`config.mk`:
```
export PLATFORM = sky130hd
export DESIGN_NAME = uart_rx_core
export DESIGN_NICKNAME = d
export VERILOG_FILES = /design/src/rtl/uart_pkg.sv /design/src/rtl/sync_2ff.sv /design/src/rtl/uart_rx_core.sv
export SDC_FILE = /design/constraint.sdc
export NUM_CORES = 1
export LEC_CHECK = 0
export CAP_MARGIN = 20
export CORE_ASPECT_RATIO = 1.25
export CORE_MARGIN = 2
export CORE_UTILIZATION = 44
export DETAILED_ROUTE_END_ITERATION = 12
export PLACE_DENSITY_LB_ADDON = 0.12
export SYNTH_ARGS = -nofsm -noshare
export SYNTH_HDL_FRONTEND = slang
export SYNTH_SLANG_ARGS = --single-unit
```
`constraint.sdc`:
```
create_clock -name CLOCK -period 3.6 [get_ports CLOCK]
set_input_delay 0.9 -clock CLOCK [delete_from_list [all_inputs] [get_ports CLOCK]]
set_output_delay 0.9 -clock CLOCK [all_outputs]
set_load 0.02 [all_outputs]
```
`src/rtl/uart_pkg.sv`:
```
// Shared UART definitions used by both the receive and transmit paths.
//   - uart_state_e : receiver FSM states
//   - frame constants: default data width, default clocks per bit, line levels
package uart_pkg;

   typedef enum logic [2:0] {
      IDLE  = 3'd0,
      START = 3'd1,
      DATA  = 3'd2,
      STOP  = 3'd3,
      BREAK = 3'd4
   } uart_state_e;

   // 50 MHz system clock at 115200 baud
   localparam int unsigned UART_CLKS_PER_BIT_DEF = 434;
   localparam int unsigned UART_WIDTH_DEF        = 8;

   // Line idles high; a good frame ends with a high stop bit
   localparam logic UART_IDLE_LEVEL = 1'b1;
   localparam logic UART_STOP_LEVEL = 1'b1;

endpackage

```
`src/rtl/sync_2ff.sv`:
```
// Two-flop synchronizer for a single asynchronous input pin.
//   clk_i   : destination clock
//   rst_n_i : asynchronous active-low reset, both flops load RST_VAL
//   d_i     : asynchronous input
//   q_o     : synchronized output (two clk_i cycles of latency)
module sync_2ff #(
   parameter logic RST_VAL = 1'b0
) (
   input  logic clk_i,
   input  logic rst_n_i,
   input  logic d_i,
   output logic q_o
);

   logic meta_q;
   logic sync_q;

   always_ff @(posedge clk_i or negedge rst_n_i) begin
      if (!rst_n_i) begin
         meta_q <= RST_VAL;
         sync_q <= RST_VAL;
      end else begin
         meta_q <= d_i;
         sync_q <= meta_q;
      end
   end

   assign q_o = sync_q;

endmodule

```
`src/rtl/uart_rx_core.sv`:
```
// UART receiver, 8N1-style framing, LSB first, oversampled on CLOCK.
//   CLOCK      : system clock, rising edge
//   RESET_N    : asynchronous active-low reset
//   rx         : serial line, idle high, asynchronous to CLOCK
//   data_out   : last correctly framed word, held until the next good frame
//   data_valid : one-cycle strobe, data_out valid in the same cycle
//   frame_err  : one-cycle strobe, stop bit sampled low
//   busy       : high whenever the receiver is not idle
//
// state | meaning
// IDLE  | waiting for rx_s low (start edge)
// START | counting to the start-bit center, re-checking the line there
// DATA  | sampling WIDTH data bits at their centers
// STOP  | sampling the stop bit at its center
// BREAK | stop bit was low, waiting for the line to return high
module uart_rx_core
   import uart_pkg::*;
#(
   parameter int unsigned WIDTH        = UART_WIDTH_DEF,
   parameter int unsigned CLKS_PER_BIT = UART_CLKS_PER_BIT_DEF
) (
   input  logic             CLOCK,
   input  logic             RESET_N,
   input  logic             rx,
   output logic [WIDTH-1:0] data_out,
   output logic             data_valid,
   output logic             frame_err,
   output logic             busy
);

   localparam int unsigned      IDX_W    = (WIDTH > 1) ? $clog2(WIDTH) : 1;
   localparam logic [15:0]      HALF_TC  = 16'(CLKS_PER_BIT / 2 - 1);
   localparam logic [15:0]      BIT_TC   = 16'(CLKS_PER_BIT - 1);
   localparam logic [IDX_W-1:0] LAST_IDX = IDX_W'(WIDTH - 1);

   logic             rx_s;

   uart_state_e      state_q, state_d;
   logic [15:0]      cnt_q, cnt_d;
   logic [IDX_W-1:0] idx_q, idx_d;
   logic [WIDTH-1:0] sh_q, sh_d;
   logic [WIDTH-1:0] data_q, data_d;
   logic             valid_q, valid_d;
   logic             ferr_q, ferr_d;

   sync_2ff #(
      .RST_VAL (UART_IDLE_LEVEL)
   ) u_rx_sync (
      .clk_i   (CLOCK),
      .rst_n_i (RESET_N),
      .d_i     (rx),
      .q_o     (rx_s)
   );

   always_ff @(posedge CLOCK or negedge RESET_N) begin
      if (!RESET_N) begin
         state_q <= IDLE;
         cnt_q   <= '0;
         idx_q   <= '0;
         sh_q    <= '0;
         data_q  <= '0;
         valid_q <= 1'b0;
         ferr_q  <= 1'b0;
      end else begin
         state_q <= state_d;
         cnt_q   <= cnt_d;
         idx_q   <= idx_d;
         sh_q    <= sh_d;
         data_q  <= data_d;
         valid_q <= valid_d;
         ferr_q  <= ferr_d;
      end
   end

   always_comb begin
      state_d = state_q;
      cnt_d   = cnt_q;
      idx_d   = idx_q;
      sh_d    = sh_q;
      data_d  = data_q;
      valid_d = 1'b0;
      ferr_d  = 1'b0;

      case (state_q)
         IDLE: begin
            cnt_d = '0;
            if (!rx_s) begin
               state_d = START;
            end
         end

         START: begin
            if (cnt_q == HALF_TC) begin
               cnt_d = '0;
               if (!rx_s) begin
                  state_d = DATA;
                  idx_d   = '0;
               end else begin
                  // line went back high before mid start bit: treat as noise
                  state_d = IDLE;
               end
            end else begin
               cnt_d = cnt_q + 16'd1;
            end
         end

         DATA: begin
            if (cnt_q == BIT_TC) begin
               cnt_d = '0;
               // shift right with the new bit entering at the MSB, so the
               // first (LSB) bit lands in bit 0; no [WIDTH-1:1] slice so
               // WIDTH = 1 still elaborates
               sh_d = WIDTH'({rx_s, sh_q} >> 1);
               if (idx_q == LAST_IDX) begin
                  state_d = STOP;
               end else begin
                  idx_d = idx_q + IDX_W'(1);
               end
            end else begin
               cnt_d = cnt_q + 16'd1;
            end
         end

         STOP: begin
            if (cnt_q == BIT_TC) begin
               cnt_d = '0;
               if (rx_s == UART_STOP_LEVEL) begin
                  data_d  = sh_q;
                  valid_d = 1'b1;
                  state_d = IDLE;
               end else begin
                  ferr_d  = 1'b1;
                  state_d = BREAK;
               end
            end else begin
               cnt_d = cnt_q + 16'd1;
            end
         end

         BREAK: begin
            // a held-low line reports once, then stays here until released
            cnt_d = '0;
            if (rx_s) begin
               state_d = IDLE;
            end
         end

         default: begin
            state_d = IDLE;
            cnt_d   = '0;
         end
      endcase
   end

   assign data_out   = data_q;
   assign data_valid = valid_q;
   assign frame_err  = ferr_q;
   assign busy       = (state_q != IDLE);

endmodule

```
==> results of run 1 <==
registers in the layout (all words and copies together), names as in the netlist:
signal            count
u_rx_sync.q_o         1
data_out              8
data_valid            1
u_rx_sync.meta_q      1
cnt_q                16
frame_err             1
sh_q                  8
state_q               3
idx_q                 3
power by group through the flow:
| stage | logic, mW | registers, mW | clock network (mW) |
|---|---|---|---|
| final | 0.0119 | 0.475 | 0.306 |
| after global routing | 0.0144 | 0.475 | 0.343 |
| after CTS | 0.0128 | 0.475 | 0.318 |
| after detailed placement | 0.0127 | 0.484 | 0 |
| after global placement | 0.0123 | 0.484 | 0 |
| after floorplan | 0.00153 | 0.484 | 0 |
stage by stage:
stage	worst slack (ns)	hold WS [ns]	instance area, µm²	util, %	cells
after CTS	0.956	0.359	2260	51.5	241
after detailed placement	1.27	0.348	2170	49.5	233
final	0.970	0.359	2260	51.5	241
after floorplan	1.67	0.345	2000	-	166
after global routing	0.901	0.368	2260	51.5	241
after global placement	1.30	0.345	2170	49.5	233
layer usage:
metal | track usage [%] | vias up
li1 | - | 610
met1 | 20.0 | 616
met2 | 25.2 | 17
met3 | 3.40 | 4
met4 | 5.11 | 0
met5 | 0 | -
layout by cell type, fill, tap and decap left out, types with 6 or more instances in the layout:
cell type | synthesis | routed
mux2_2 | 8 | 8
mux2_4 | 8 | 8
inv_1 | 8 | 8
nand3_1 | 7 | 7
nor3_1 | 6 | 6
clkbuf_8 | 0 | 6
xnor2_1 | 13 | 13
dfrtp_1 | 40 | 40
nor2_1 | 19 | 19
clkdlybuf4s50_1 | 0 | 12
final timing paths:
check | to | from | slack [ns] | depth (start not counted)
setup / recovery | busy | state_q[1] | 0.97 | 2
hold / removal | u_rx_sync.q_o | u_rx_sync.meta_q | 0.36 | 0
setup reg to reg | sh_q[0] | cnt_q[2] | 1.41 | 4
hold reg to reg | u_rx_sync.q_o | u_rx_sync.meta_q | 0.36 | 0
max in group asynchronous | cnt_q[8] | RESET_N | 2.30 | 1
min in group asynchronous | sh_q[2] | RESET_N | 0.74 | 1
cell type report:
class,count,area (µm²),share of cell area [%]
Multi-Input combinational cell,111,883,39.0
Inverter,8,30.0,1.33
Sequential cell,42,1050,46.5
Clock inverter,1,5.00,0.221
Timing Repair Buffer,14,133,5.86
Tap cell,58,72.6,3.21
Clock buffer,7,86.3,3.81
cells by family after synthesis:
| logic type | count (synthesis) | synth area share [%] |
|---|---|---|
| adder cells (fa/ha/maj) | 5 | 3.13 |
| AND/OR/NAND/NOR | 62 | 19.2 |
| buffers and inverters | 13 | 2.95 |
| AO/OA/AOI/OAI | 10 | 3.32 |
| flip-flops | 42 | 52.8 |
| multiplexers | 19 | 12.0 |
| XOR/XNOR | 15 | 6.58 |
==> metrics.cfg, run 1 <==
[cts]
cts_buffer_depth = 2
numClockSinks = 42
ctsHoldBuffers = 0
path_clk_slew_ns = 0.07
post_cts_buffers = 0
cts_resized = 0
cts_root_buf = clkbuf_8
htreeDepth = 2
clk_latency_ns = 0.28
cts_buffers = 5
cts_tree = done

[synthesis]
yosys-top-cells-area = dfrtp_1 (50%), mux2_4 (6.0%), xnor2_1 (5.7%), mux2_2 (4.5%), nor2_1 (3.6%)
synth_nets = 174
synth.avg_cell_area_um2 = 12.0
netlist_top_cells_count = dfrtp_1 (40), nor2_1 (19), xnor2_1 (13)
yosys_warnings = 0
ys.flop_type = dfrtp_1
syn_inst = 166
synth-edff-count = 0
synth_top_cell_by_area = dfrtp_1
synth_top_area_share_pct = 50.2
yosysMostFrequentCell = dfrtp_1
synth_cell_types = 36
async_reset_ff_share_pct = 100
syn-cell-area_um2 = 2000
synth_seq_area_share_pct = 52.8
ys_ff_latch = 42

[place]
place_congestion = 0.805
dp_hpwl_um = 2310
port_buffers = 13

[critical_path]
worst-path-buf-inv = 1
crit_required_ns = 2.70
cp_slowest_stage_delay_ns = 0.54
critPathKind = flop to primary output
crit_slowest_cell = clkdlybuf4s50_1
crit_family = buffers and inverters
end_kind = primary output
worstPathArrival_ns = 1.73
start_kind = flop
path_cells = or3_1 > clkdlybuf4s50_1
cp_max_fo = 13

[drt]
dr.max_layer_used = met4
drt_iter0_drc = 71
route.final.wire_length_um = 3390
wl_per_cell_um = 14.1
postRouteAntennaNets = 0
met2WireLength_um = 1680
vias = 1247
wl_met1_um = 1590
post-route-drc-count = 0
vias_per_cell = 5.17
firstDrtPassIters = 4
met3_wirelength_um = 84

[sta]
slew_viol_final = 0
min_period_ns = 2.63
slew_headroom_pct = 39.6
worstMarginPinSlew_ns = 0.907
finalCritPeriodShare_pct = 73.0
hold_violations = 0
setup_viol = 0
max_clock_freq_ghz = 0.380
fin_skew_ns = 0.00309
rsz0062_at_grt = false
fin_setup_tns_ns = 0

[floorplan]
die_height_um = 79.3
coreArea_um2 = 4390
die-area_um2 = 5090
rows = 27
start_util_pct = 45.4
ios = 14
die_w_um = 64.2

[run]
drv_cap = 0

[run_status]
status = complete, no violations

[pwr]
pwr-share-clk_pct = 38.6
pwr-share-seq_pct = 59.9
p_sw_mw = 0.162
power_density_nw_per_um2 = 350
combPwrFrac_pct = 1.5
switching_share_pct = 20.4
power_mw = 0.792
vdd_ir_drop_max_uv = 245
intPower_mw = 0.631
p_leak_nw = 1.02

[cells_and_area]
layout.nets = 190
antenna_cells = 0
area_growth_pct = 13.4
drive_above_1_share_pct = 18.6
fillers = 402

[global_routing]
grt_overflow_total = 0
grt_pass1_wl_um = 6040
gr-usage-all-layers_pct = 15.3
antenna_found_initial = 0
grt_pass1_vias = 1251
grt_max_degree = 43

[hold_path]
hp-class = flop to flop

Note: power is estimated with default switching activity, not from simulation.
==> run 2, diff against run 1 <==
==> constraint.sdc (replaced) <==
create_clock -name CLOCK -period 2.7 [get_ports CLOCK]
set_input_delay 0.675 -clock CLOCK [delete_from_list [all_inputs] [get_ports CLOCK]]
set_output_delay 0.675 -clock CLOCK [all_outputs]
set_load 0.02 [all_outputs]
==> metrics.cfg, run 2 (synthesized netlist as in run 1, its figures left out) <==
[hold_path]
hp-class = flop to flop  ; unchanged
min_to = u_rx_sync.q_o  ; unchanged
hold_path_depth = 0  ; unchanged
worstHoldStart = u_rx_sync.meta_q  ; unchanged

[run]
drv_cap = 0  ; unchanged

[critical_path]
start_kind = flop  ; unchanged
r2r.worst_path.cells = 4  ; unchanged
end_kind = primary output  ; unchanged
cp_max_fo = 13  ; unchanged
rr_endpoint = sh_q[7]  ; was sh_q[0]
startpoint = state_q[1]  ; unchanged
critPathKind = flop to primary output  ; unchanged
rrSetupSlack_ns = 0.54  ; was 1.41 ns
crit_required_ns = 2.03  ; was 2.70 ns
r2r-start = cnt_q[2]  ; unchanged
worstPathArrival_ns = 1.74  ; was 1.73 ns

[pwr]
pwr-share-clk_pct = 42.7  ; was 38.6%
combPwrFrac_pct = 1.4  ; was 1.5%
pwr-share-seq_pct = 55.9  ; was 59.9%
p_sw_mw = 0.225  ; was 0.162 mW
p_leak_nw = 1.03  ; was 1.02 nW
power_density_nw_per_um2 = 496  ; was 350 nW/µm²
vdd_ir_drop_max_uv = 329  ; was 245 µV
switching_share_pct = 19.9  ; was 20.4%
intPower_mw = 0.906  ; was 0.631 mW
power_mw = 1.13  ; was 0.792 mW

[cells_and_area]
layout_common_cells = dfrtp_1 (40), nor2_1 (19), xnor2_1 (13), clkdlybuf4s50_1 (12)  ; unchanged
antenna_cells = 0  ; unchanged
drive_above_1_share_pct = 19.1  ; was 18.6%
area_growth_pct = 14.3  ; was 13.4%
final_area_um2 = 2280  ; was 2260 µm²
fillers = 395  ; was 402
multi_input_area_um2 = 883  ; unchanged
regMostFlops = cnt_q  ; unchanged
layout.nets = 190  ; unchanged
final_common_cell = dfrtp_1  ; unchanged
seq_area_um2 = 1050  ; unchanged
instances_no_fill = 241  ; unchanged
largest_reg_flops = 16  ; unchanged

[drt]
wl_per_cell_um = 13.8  ; was 14.1 µm
postRouteAntennaNets = 0  ; unchanged
post-route-drc-count = 0  ; unchanged
firstDrtPassIters = 4  ; unchanged
vias = 1280  ; was 1,247
route.final.wire_length_um = 3330  ; was 3390 µm
drt_iter0_drc = 98  ; was 71
vias_per_cell = 5.31  ; was 5.17

[cts]
htreeDepth = 2  ; unchanged
cts_buffer_depth = 2  ; unchanged
cts_root_buf = clkbuf_8  ; unchanged
clk_latency_ns = 0.29  ; was 0.28 ns
post_cts_buffers = 0  ; unchanged
cts_tree = done  ; unchanged
ctsHoldBuffers = 0  ; unchanged
cts_buffers = 5  ; unchanged
numClockSinks = 42  ; unchanged
cts_resized = 0  ; unchanged
path_clk_slew_ns = 0.08  ; was 0.07 ns

[global_routing]
grt_pass1_vias = 1348  ; was 1,251
antenna_found_initial = 0  ; unchanged
grt_max_degree = 43  ; unchanged
grt_overflow_total = 0  ; unchanged
grt_pass1_wl_um = 6140  ; was 6040 µm
gr-usage-all-layers_pct = 15.5  ; was 15.3%

[place]
place_congestion = 0.794  ; was 0.805
preCtsSetupSlack_ns = 0.537  ; was 1.27 ns
port_buffers = 13  ; unchanged
dpl_cell_area_um2 = 2170  ; unchanged
placedCellCount = 233  ; unchanged
dp_hpwl_um = 2330  ; was 2310 µm

[floorplan]
die_w_um = 64.2  ; unchanged
ios = 14  ; unchanged
rows = 27  ; unchanged
start_util_pct = 45.4  ; unchanged
die-area_um2 = 5090  ; unchanged
die_height_um = 79.3  ; unchanged
coreArea_um2 = 4390  ; unchanged

[sta]
setup_viol = 0  ; unchanged
finalCritPeriodShare_pct = 89.3
rsz0062_at_grt = false  ; unchanged
max_clock_freq_ghz = 0.415
fin_ws_ns = 0.288  ; was 0.970 ns
slew_viol_final = 0  ; unchanged
min_period_ns = 2.41
worstMarginPinSlew_ns = 0.906  ; was 0.907 ns
hold_violations = 0  ; unchanged
fin_skew_ns = 0.00560  ; was 0.00309 ns
slew_headroom_pct = 39.6  ; about the same
fin_setup_tns_ns = 0  ; unchanged

[run_status]
status = complete, no violations  ; unchanged

==> run 2: stage by stage <==
| step | hold WS (ns) | utilization [%] |
|---|---|---|
| finish | 0.358 | 51.9 |
| global route | 0.365 | 51.9 |
| CTS | 0.358 | 51.9 |
| detailed placement | 0.347 | 49.5 |
| global placement | 0.345 | 49.5 |
| floorplan | 0.345 | - |
==> run 2: power by group through the flow <==
stage	Sequential (mW)	Combinational [mW]	Clock [mW]
4_1_cts	0.633	0.0168	0.496
5_1_grt	0.633	0.0188	0.527
6_report	0.633	0.0157	0.483
3_5_place_dp	0.645	0.0168	0
3_3_place_gp	0.645	0.0164	0
2_1_floorplan	0.645	0.00203	0
==> run 2: how the worst max path moves through the flow <==
stage                    to  slack (ns)  cells past startpoint
global route           busy        0.20                      2
finish                 busy        0.29                      2
floorplan           sh_q[0]        0.78                      5
CTS                    busy        0.28                      2
detailed placement  sh_q[7]        0.54                      4
global placement    sh_q[0]        0.61                      4
==> run 2: critical path: stages, from the launching register on <==
cell and delay [ns]:
dfrtp_1 0.50, or3_1 0.40, clkdlybuf4s50_1 0.54
==> run 2: cell type report <==
| class | instances | share of cell area, % |
|---|---|---|
| Clock inverter | 3 | 1.76 |
| Clock buffer | 5 | 3.02 |
| Multi-Input combinational cell | 111 | 38.7 |
| Inverter | 8 | 1.32 |
| Tap cell | 58 | 3.18 |
| Sequential cell | 42 | 46.2 |
| Timing Repair Buffer | 14 | 5.81 |
==> run 2: metal layers <==
| metal | share of wire [%] | global-route usage [%] |
|---|---|---|
| met1 | 44 | 18.2 |
| met2 | 50 | 27.0 |
| met3 | 3.5 | 3.97 |
| met4 | 2.1 | 5.96 |
| met5 | 0 | 0 |
